==> config.mk <==
export PLATFORM = sky130hd
export DESIGN_NAME = approx_err_stat
export DESIGN_NICKNAME = d
export VERILOG_FILES = /design/src/rtl/approx_err_stat.sv
export SDC_FILE = /design/constraint.sdc
export NUM_CORES = 1
export LEC_CHECK = 0
export ABC_AREA = 1
export BUFFER_PORTS_ARGS = -buffer_cell sky130_fd_sc_hd__buf_2
export CAP_MARGIN = 20
export CORE_UTILIZATION = 35
export CTS_BUF_LIST = sky130_fd_sc_hd__clkbuf_4 sky130_fd_sc_hd__clkbuf_8 sky130_fd_sc_hd__clkbuf_16
export CTS_CLUSTER_SIZE = 25
export DETAILED_ROUTE_END_ITERATION = 8
export GPL_TIMING_DRIVEN = 0
export PLACE_DENSITY = 0.62
export SYNTH_ARGS = -nofsm -noshare
export SYNTH_HDL_FRONTEND = slang
export SYNTH_SLANG_ARGS = --single-unit
==> constraint.sdc <==
create_clock -name clk -period 10.4 [get_ports clk]
set_clock_uncertainty 0.15 [all_clocks]
set_input_delay 2.08 -clock clk [delete_from_list [all_inputs] [get_ports clk]]
set_output_delay 2.08 -clock clk [all_outputs]
set_load 0.05 [all_outputs]
==> src/rtl/approx_err_stat.sv <==
`default_nettype none
// ============================================================================
// Module      : approx_err_stat
// Description : Error statistics for approximate vs exact products: error
//               count, sum of error distance, signed error sum, max distance.
// Revision    : 1.0 - initial release
// ============================================================================
module approx_err_stat #(
    parameter int PW = 16,
    parameter int NW = 16,
    parameter int AW = 40
) (
    input  logic          clk,
    input  logic          rst,
    input  logic          start,
    input  logic [NW-1:0] n_samples,
    input  logic          in_valid,
    output logic          in_ready,
    input  logic [PW-1:0] prod_apx,
    input  logic [PW-1:0] prod_exact,
    output logic          busy,
    output logic          done,
    output logic [NW-1:0] sample_cnt,
    output logic [NW-1:0] err_cnt,
    output logic [AW-1:0] sum_ed,
    output logic [AW-1:0] sum_err,
    output logic [PW-1:0] max_ed
);

    localparam logic [1:0] S_IDLE  = 2'd0;
    localparam logic [1:0] S_RUN   = 2'd1;
    localparam logic [1:0] S_DRAIN = 2'd2;
    localparam logic [1:0] S_DONE  = 2'd3;

    localparam logic [NW-1:0] c_cnt_one = {{(NW-1){1'b0}}, 1'b1};

    logic [1:0]    r_state;
    logic [1:0]    w_next;
    logic [NW-1:0] r_n;
    logic [NW-1:0] r_sample_cnt;
    logic [NW-1:0] r_err_cnt;
    logic [AW-1:0] r_sum_ed;
    logic [AW-1:0] r_sum_err;
    logic [PW-1:0] r_max_ed;

    // Stage-1 registers: difference, its magnitude and nonzero flag
    logic          r_s1_valid;
    logic [PW:0]   r_d;
    logic [PW-1:0] r_ed;
    logic          r_ne;

    logic          w_start_ok;
    logic          w_in_ready;
    logic          w_accept;
    logic          w_last;
    logic [PW:0]   w_d;
    logic [PW:0]   w_neg_d;
    logic [PW-1:0] w_ed;

    assign w_start_ok = start && ((r_state == S_IDLE) || (r_state == S_DONE));
    assign w_in_ready = (r_state == S_RUN) && (r_sample_cnt < r_n);
    assign w_accept   = in_valid && w_in_ready;
    assign w_last     = w_accept && ((r_sample_cnt + c_cnt_one) == r_n);

    // The magnitude of a (PW+1)-bit difference of two PW-bit values fits in PW bits
    assign w_d     = {1'b0, prod_apx} - {1'b0, prod_exact};
    assign w_neg_d = -w_d;
    assign w_ed    = w_d[PW] ? w_neg_d[PW-1:0] : w_d[PW-1:0];

    always_comb begin
        w_next = r_state;
        case (r_state)
            S_IDLE, S_DONE: begin
                if (start) begin
                    w_next = (n_samples == '0) ? S_DONE : S_RUN;
                end
            end
            S_RUN: begin
                if (w_last) begin
                    w_next = S_DRAIN;
                end
            end
            S_DRAIN: w_next = S_DONE;
            default: w_next = S_IDLE;
        endcase
    end

    always_ff @(posedge clk or posedge rst) begin
        if (rst) begin
            r_state      <= S_IDLE;
            r_n          <= '0;
            r_sample_cnt <= '0;
            r_err_cnt    <= '0;
            r_sum_ed     <= '0;
            r_sum_err    <= '0;
            r_max_ed     <= '0;
            r_s1_valid   <= 1'b0;
            r_d          <= '0;
            r_ed         <= '0;
            r_ne         <= 1'b0;
        end else begin
            r_state <= w_next;
            if (w_start_ok) begin
                r_n          <= n_samples;
                r_sample_cnt <= '0;
                r_err_cnt    <= '0;
                r_sum_ed     <= '0;
                r_sum_err    <= '0;
                r_max_ed     <= '0;
                r_s1_valid   <= 1'b0;
            end else begin
                r_s1_valid <= w_accept;
                if (w_accept) begin
                    r_sample_cnt <= r_sample_cnt + c_cnt_one;
                    r_d          <= w_d;
                    r_ed         <= w_ed;
                    r_ne         <= |w_d;
                end
                if (r_s1_valid) begin
                    r_sum_ed  <= r_sum_ed + {{(AW-PW){1'b0}}, r_ed};
                    r_sum_err <= r_sum_err + {{(AW-PW-1){r_d[PW]}}, r_d};
                    r_err_cnt <= r_err_cnt + {{(NW-1){1'b0}}, r_ne};
                    if (r_ed > r_max_ed) begin
                        r_max_ed <= r_ed;
                    end
                end
            end
        end
    end

    assign in_ready   = w_in_ready;
    assign busy       = (r_state == S_RUN) || (r_state == S_DRAIN);
    assign done       = (r_state == S_DONE);
    assign sample_cnt = r_sample_cnt;
    assign err_cnt    = r_err_cnt;
    assign sum_ed     = r_sum_ed;
    assign sum_err    = r_sum_err;
    assign max_ed     = r_max_ed;

endmodule
`default_nettype wire

==> results of run 1 <==
layout by cell type (no fill, tap or decap), types with 5 or more instances in the layout:
master,instances
nand2_1,578
inv_1,290
nor2_1,211
buf_2,189
dfrtp_1,180
nand3_1,152
o21ai_0,149
a21oi_1,136
ha_1,109
nand4_1,45
nor3_1,37
clkbuf_1,21
clkbuf_16,17
o21ai_1,14
nor2_2,13
o22ai_1,12
xor2_1,11
nor4_1,9
buf_1,9
o21bai_1,8
o21a_1,8
nand2_2,8
inv_2,8
a31oi_1,6
or2_2,5
nand3_2,5
o211ai_1,5
a21o_1,5
kinds of logic (layout without fill, tap and decap cells):
family,count (synthesis),count (layout),synth area share (%)
AND/OR/NAND/NOR,1078,1078,32.7
AO/OA/AOI/OAI,374,374,14.9
buffers and inverters,340,555,9.26
flip-flops,180,180,32.2
adder cells (fa/ha/maj),112,112,10.2
XOR/XNOR,12,12,0.751
layer usage:
metal,global-route usage [%],share of wire (%)
met4,6.79,2.3
met2,35.9,44
met5,0,0
met1,31.3,48
met3,3.71,5.3
stage by stage:
| step | hold slack (ns) | setup WS (ns) | area, µm² | utilization [%] | cells |
|---|---|---|---|---|---|
| after detailed placement | 0.326 | 5.67 | 15600 | 40.0 | 2797 |
| after global routing | 0.375 | 5.76 | 16200 | 41.5 | 2829 |
| after CTS | 0.346 | 5.91 | 16200 | 41.5 | 2829 |
| after global placement | 0.328 | 0.728 | 15600 | 39.9 | 2796 |
| after floorplan | 0.303 | 3.28 | 14000 | - | 2096 |
| final | 0.345 | 5.95 | 16200 | 41.5 | 2829 |
power groups by stage:
stage	Combinational, mW	Sequential (mW)	Clock, mW
floorplan	1.46	1.39	0
global placement	2.41	1.14	0
detailed placement	2.45	1.15	0
CTS	2.46	1.14	0.693
global route	2.75	1.17	0.718
finish	2.46	1.14	0.680
how the worst max path moves through the flow:
stage | from | endpoint | slack, ns | depth (start not counted)
CTS | sample_cnt[9] | in_ready | 5.91 | 9
finish | sample_cnt[0] | in_ready | 5.95 | 11
global placement | rst | sum_ed[37] | 0.73 | 2
detailed placement | prod_apx[0] | r_ed[12] | 5.67 | 18
global route | sample_cnt[0] | in_ready | 5.76 | 11
floorplan | rst | err_cnt[0] | 3.28 | 1
sequential cells by signal, indices dropped and copies added, names as in the netlist:
register,count
r_n,16
r_s1_valid,1
r_state,2
r_d,17
sum_err,40
sum_ed,40
max_ed,16
r_ne,1
r_ed,15
sample_cnt,16
err_cnt,16
critical path, stage by stage (launching register included):
cell and delay (ns):
dfrtp_1 0.56, inv_2 0.14, ha_1 0.23, o21bai_1 0.16, nand2_1 0.07, nand2_1 0.06, nand2_1 0.04, nand2_1 0.07
nand2_1 0.06, nand3_1 0.12, inv_1 0.05, buf_2 0.20
area by class of cell:
cell class / count / area (µm²)
clock buffers: 18 / 433
inverters: 300 / 1130
well taps: 518 / 648
clock inverters: 14 / 168
multi-input cells: 1576 / 8190
fillers: 4157 / 22800
repair buffers: 183 / 938
plain buffers: 40 / 170
flip-flops and latches: 180 / 4500
==> impl_metrics.toml, run 1 <==
[outcome]
status = "finished, final reports clean"

[logic_synthesis]
syn_nets = 2260
synth_common_cells = "nand2_1, inv_1, nor2_1, dfrtp_1, nand3_1"
synth_top_area_share_pct = 32.2
synth_top_cell_by_area = "dfrtp_1"
synth-main-ff-cell = "dfrtp_1"
yosysMostFrequentCell = "nand2_1"
yosysSeqAreaShare_pct = 32.2
synth.area.top_cells = "dfrtp_1, nand2_1, ha_1, inv_1, nor2_1"
yosys_register_bits = 180
synthArstFlopShare_pct = 100
yosys_warnings = 0
synth_edf_count = 0
syn_inst = 2096
synth_area_mm2 = 0.0140
synth_cell_type_count = 52
syn_avg_cell_area_um2 = 6.68

[critical_path]
r2r_end = "sum_err[18]"
required_ns = 8.17
ff2ff_path_depth = 13
r2r_slack_ns = 7.28
arrival_ns = 2.22
crit_path_start_kind = "flip-flop"
endpoint_kind = "output pin"
timing.rr.start = "r_d[0]"
critPathMaxFanout = 7
worstSetupPathType = "flip-flop to output pin"

[power]
switching_share_pct = 54.6
p_sw_mw = 2.33
power.total_mw = 4.27
power_frac_clock_pct = 15.9
power_density_mw_per_mm2 = 264
seq_power_share_pct = 26.6
cell_internal_pwr_mw = 1.94
comb_power_share_pct = 57.5
vdd_drop_max_mv = 0.138
leakage_nw = 8.33

[grt]
grt_max_degree = 107
grt.overflow.total = 0
grt_pass1_vias = 13600
grt_usage_pct = 22.6
grt_pass1_wl_um = 72900
antenna_found_initial = 0

[clocking]
clk_pin_slew_worst_paths_ns = 0.08
clockBufferDepth = 2
clock-root-buffer = "clkbuf_16"
cts.sinks = 180
ctsHoldBuffers = 0
insertion_delay_ns = 0.47
cts_setup_buffers = 0
htreeDepth = 4
post_cts_resized = 0
cts_tree = "yes"
numCtsBuffers = 17

[routing]
drt_iter0_drc = 897
via_count = 14300
wl_per_cell_um = 16.0
dr.pass1.iters = 8
via_per_inst = 5.06
antenna_left = 0
wirelength_um = 45300
route.detailed.drc = 0

[finish]
area_growth_pct = 15.7
post_route_cells_drive_above_1_share_pct = 12.1
fin_nets = 2462
antenna_cells = 0

[min_path]
whs_path_depth = 2
min-delay-start = "r_n[2]"
min_path_type = "flip-flop to flip-flop"
min_to = "r_n[2]"

[timing]
drv_slew = 0
tightestPinTransition_ns = 1.04
finalSetupTns_ns = 0
fin_crit_ns = 4.45
rsz0062_at_grt = "false"
setup_viol = 0
finalHoldViolations = 0
timing.final.crit_share_pct = 42.8
max_freq_mhz = 225
max-slew-margin-rel_pct = 30.5

[job]
drv_cap = 0

[floorplanning]
dieArea_mm2 = 0.0408
die_h_um = 202
die_w_um = 202
initial_core_util_pct = 35.9
std_cell_rows = 72
pin_count = 183
core_mm2 = 0.0390

[placed_design]
gp_congestion = 0.946
io_buffers = 182
dp_hpwl_um = 36600
No activity file was read; power rests on OpenSTA's default activity.
==> run 2: changes to the inputs <==
ABC_AREA = 0   (was 1)
PLACE_DENSITY = 0.64   (was 0.62)
clock period = 3.6 ns   (was 10.4 ns; I/O delays follow)
==> impl_metrics.toml, run 2 <==
[outcome]
status = "finished, final reports clean"

[clocking]
cts.sinks = 180
insertion_delay_ns = 0.46
numCtsBuffers = 17
clock-root-buffer = "clkbuf_16"
htreeDepth = 4
clockBufferDepth = 2
ctsHoldBuffers = 0
clk_pin_slew_worst_paths_ns = 0.08
cts_tree = "yes"

[routing]
dr.pass1.iters = 5
wl_met2_um = 17200
top_layer = "met4"
drt_iter0_drc = 846
wl_met3_um = 2360
wl_per_cell_um = 17.7
drt-met1-wl_um = 17500
route.detailed.drc = 0
wirelength_um = 38000
via_count = 11600
antenna_left = 0
via_per_inst = 5.38

[finish]
utilization_pct = 42.6
layout_commonest_cell = "buf_2"
final_cells = 2149
post_route_cells_drive_above_1_share_pct = 17.6
final_cell_mix = "buf_2, dfrtp_1, nor2_1"
area_growth_pct = 19.5
fin_nets = 1839
antenna_cells = 0

[power]
power_density_mw_per_mm2 = 808
vdd_drop_max_mv = 0.661
power.total_mw = 12.2
leakage_nw = 7.24

[critical_path]
arrival_ns = 3.69
required_ns = 3.79
worstSetupPathType = "input port to flip-flop"
critPathMaxFanout = 4
crit_path_start_kind = "input port"
endpoint_kind = "flip-flop"

[placed_design]
dp_hpwl_um = 29000
pre_cts_ws_ns = -0.417
gp_congestion = 0.898
io_buffers = 182
placed_cells = 2111

[floorplanning]
die_h_um = 192
die_w_um = 192
initial_core_util_pct = 35.6
dieArea_mm2 = 0.0370
core_mm2 = 0.0356
std_cell_rows = 69
pin_count = 183

[timing]
tightestPinTransition_ns = 0.951
max-slew-margin-rel_pct = 36.6
hold_slack_ns = 0.149
worst_slack_ns = 0.0929
timing.final.crit_share_pct = 97.4
max_freq_mhz = 285
fin_crit_ns = 3.51
finalHoldViolations = 0
drv_slew = 0
setup_viol = 0

[logic_synthesis]
synth_cell_type_count = 74
syn_inst = 1463
yosys_register_bits = 180
synth_top_cell_by_area = "dfrtp_1"
synth.area.top_cells = "dfrtp_1, ha_1, nor2_1, xnor2_1, xor2_1"
yosys_warnings = 0
syn_nets = 1627
yosysSeqAreaShare_pct = 35.6
synth_top_area_share_pct = 35.6
synth-main-ff-cell = "dfrtp_1"
synthArstFlopShare_pct = 100
synth_common_cells = "dfrtp_1, nor2_1, nand2_1, ha_1, a21oi_1"
syn_avg_cell_area_um2 = 8.66
synth_area_mm2 = 0.0127
yosysMostFrequentCell = "dfrtp_1"
synth_edf_count = 0

[job]
drv_cap = 0

[grt]
grt_usage_pct = 20.7
antenna_found_initial = 0
grt_pass1_wl_um = 59600
grt.overflow.total = 0
grt_pass1_vias = 10900
grt_max_degree = 43

[min_path]
min_path_type = "input port to async pin"
==> run 2: worst max-delay path, cell delays in order <==
cell and delay [ns]:
buf_6 0.09, inv_4 0.05, ha_4 0.12, inv_2 0.04
fa_2 0.45, a21o_1 0.21, a22oi_2 0.20, nor2b_4 0.23
xnor2_4 0.09, or4_4 0.55, or4_4 0.50, o21ai_2 0.15
xor2_1 0.20, o21ai_1 0.09
==> run 2: layout make-up <==
class	count	area, µm²
Tap cell	461	577
Multi-Input combinational cell	1139	7830
Inverter	89	340
Clock inverter	15	164
Sequential cell	180	4510
Buffer	53	213
Fill cell	3604	20400
Timing Repair Buffer	195	1080
Clock buffer	17	425
==> run 2: what timing repair did <==
action	in CTS	in global routing
gates cloned	0	0
pin swaps	1	16
setup buffers	0	8
resized for setup	13	37
setup endpoints to repair	39	50
==> run 2: final timing paths <==
path                              startpoint  slack [ns]  depth (start not counted)         end
worst max-delay path             prod_apx[0]        0.09                         14    r_ed[12]
max in group asynchronous                rst        2.34                          5      r_d[0]
worst min-delay path                     rst        0.15                          3     r_n[11]
min in group clk                n_samples[6]        0.34                          3      r_n[6]
worst max register to register        r_d[0]        0.18                         13  sum_ed[28]
worst min register to register        r_n[0]        0.35                          2      r_n[0]
==> run 2: per-layer routing <==
| layer | GRT usage [%] | vias up |
|---|---|---|
| met5 | 0 | - |
| met4 | 6.66 | 0 |
| met3 | 4.18 | 54 |
| met2 | 32.9 | 356 |
| met1 | 28.1 | 5502 |
| li1 | - | 5653 |
==> run 2: report_power, final <==
part           switching [mW]  internal [mW]  total, mW
clock network           0.965          0.932       1.90
logic                    4.62           2.45       7.07
registers               0.672           2.60       3.27
==> run 2: cell families after synthesis <==
family / count (synthesis) / share of synthesized area, %
fa+ha+maj: 112 / 11.2
buf+inv: 144 / 4.34
xor+xnor: 121 / 8.37
compound gates: 375 / 19.0
flops: 180 / 35.6
mux: 39 / 3.15
simple gates: 492 / 18.3
==> run 2: metrics by stage <==
step	cell area [µm²]	TNS, ns
after floorplan	12700	0
after global placement	14200	-160.94
after detailed placement	14300	-6.86
after CTS	14900	0
after global routing	15100	-0.0206
final	15100	0
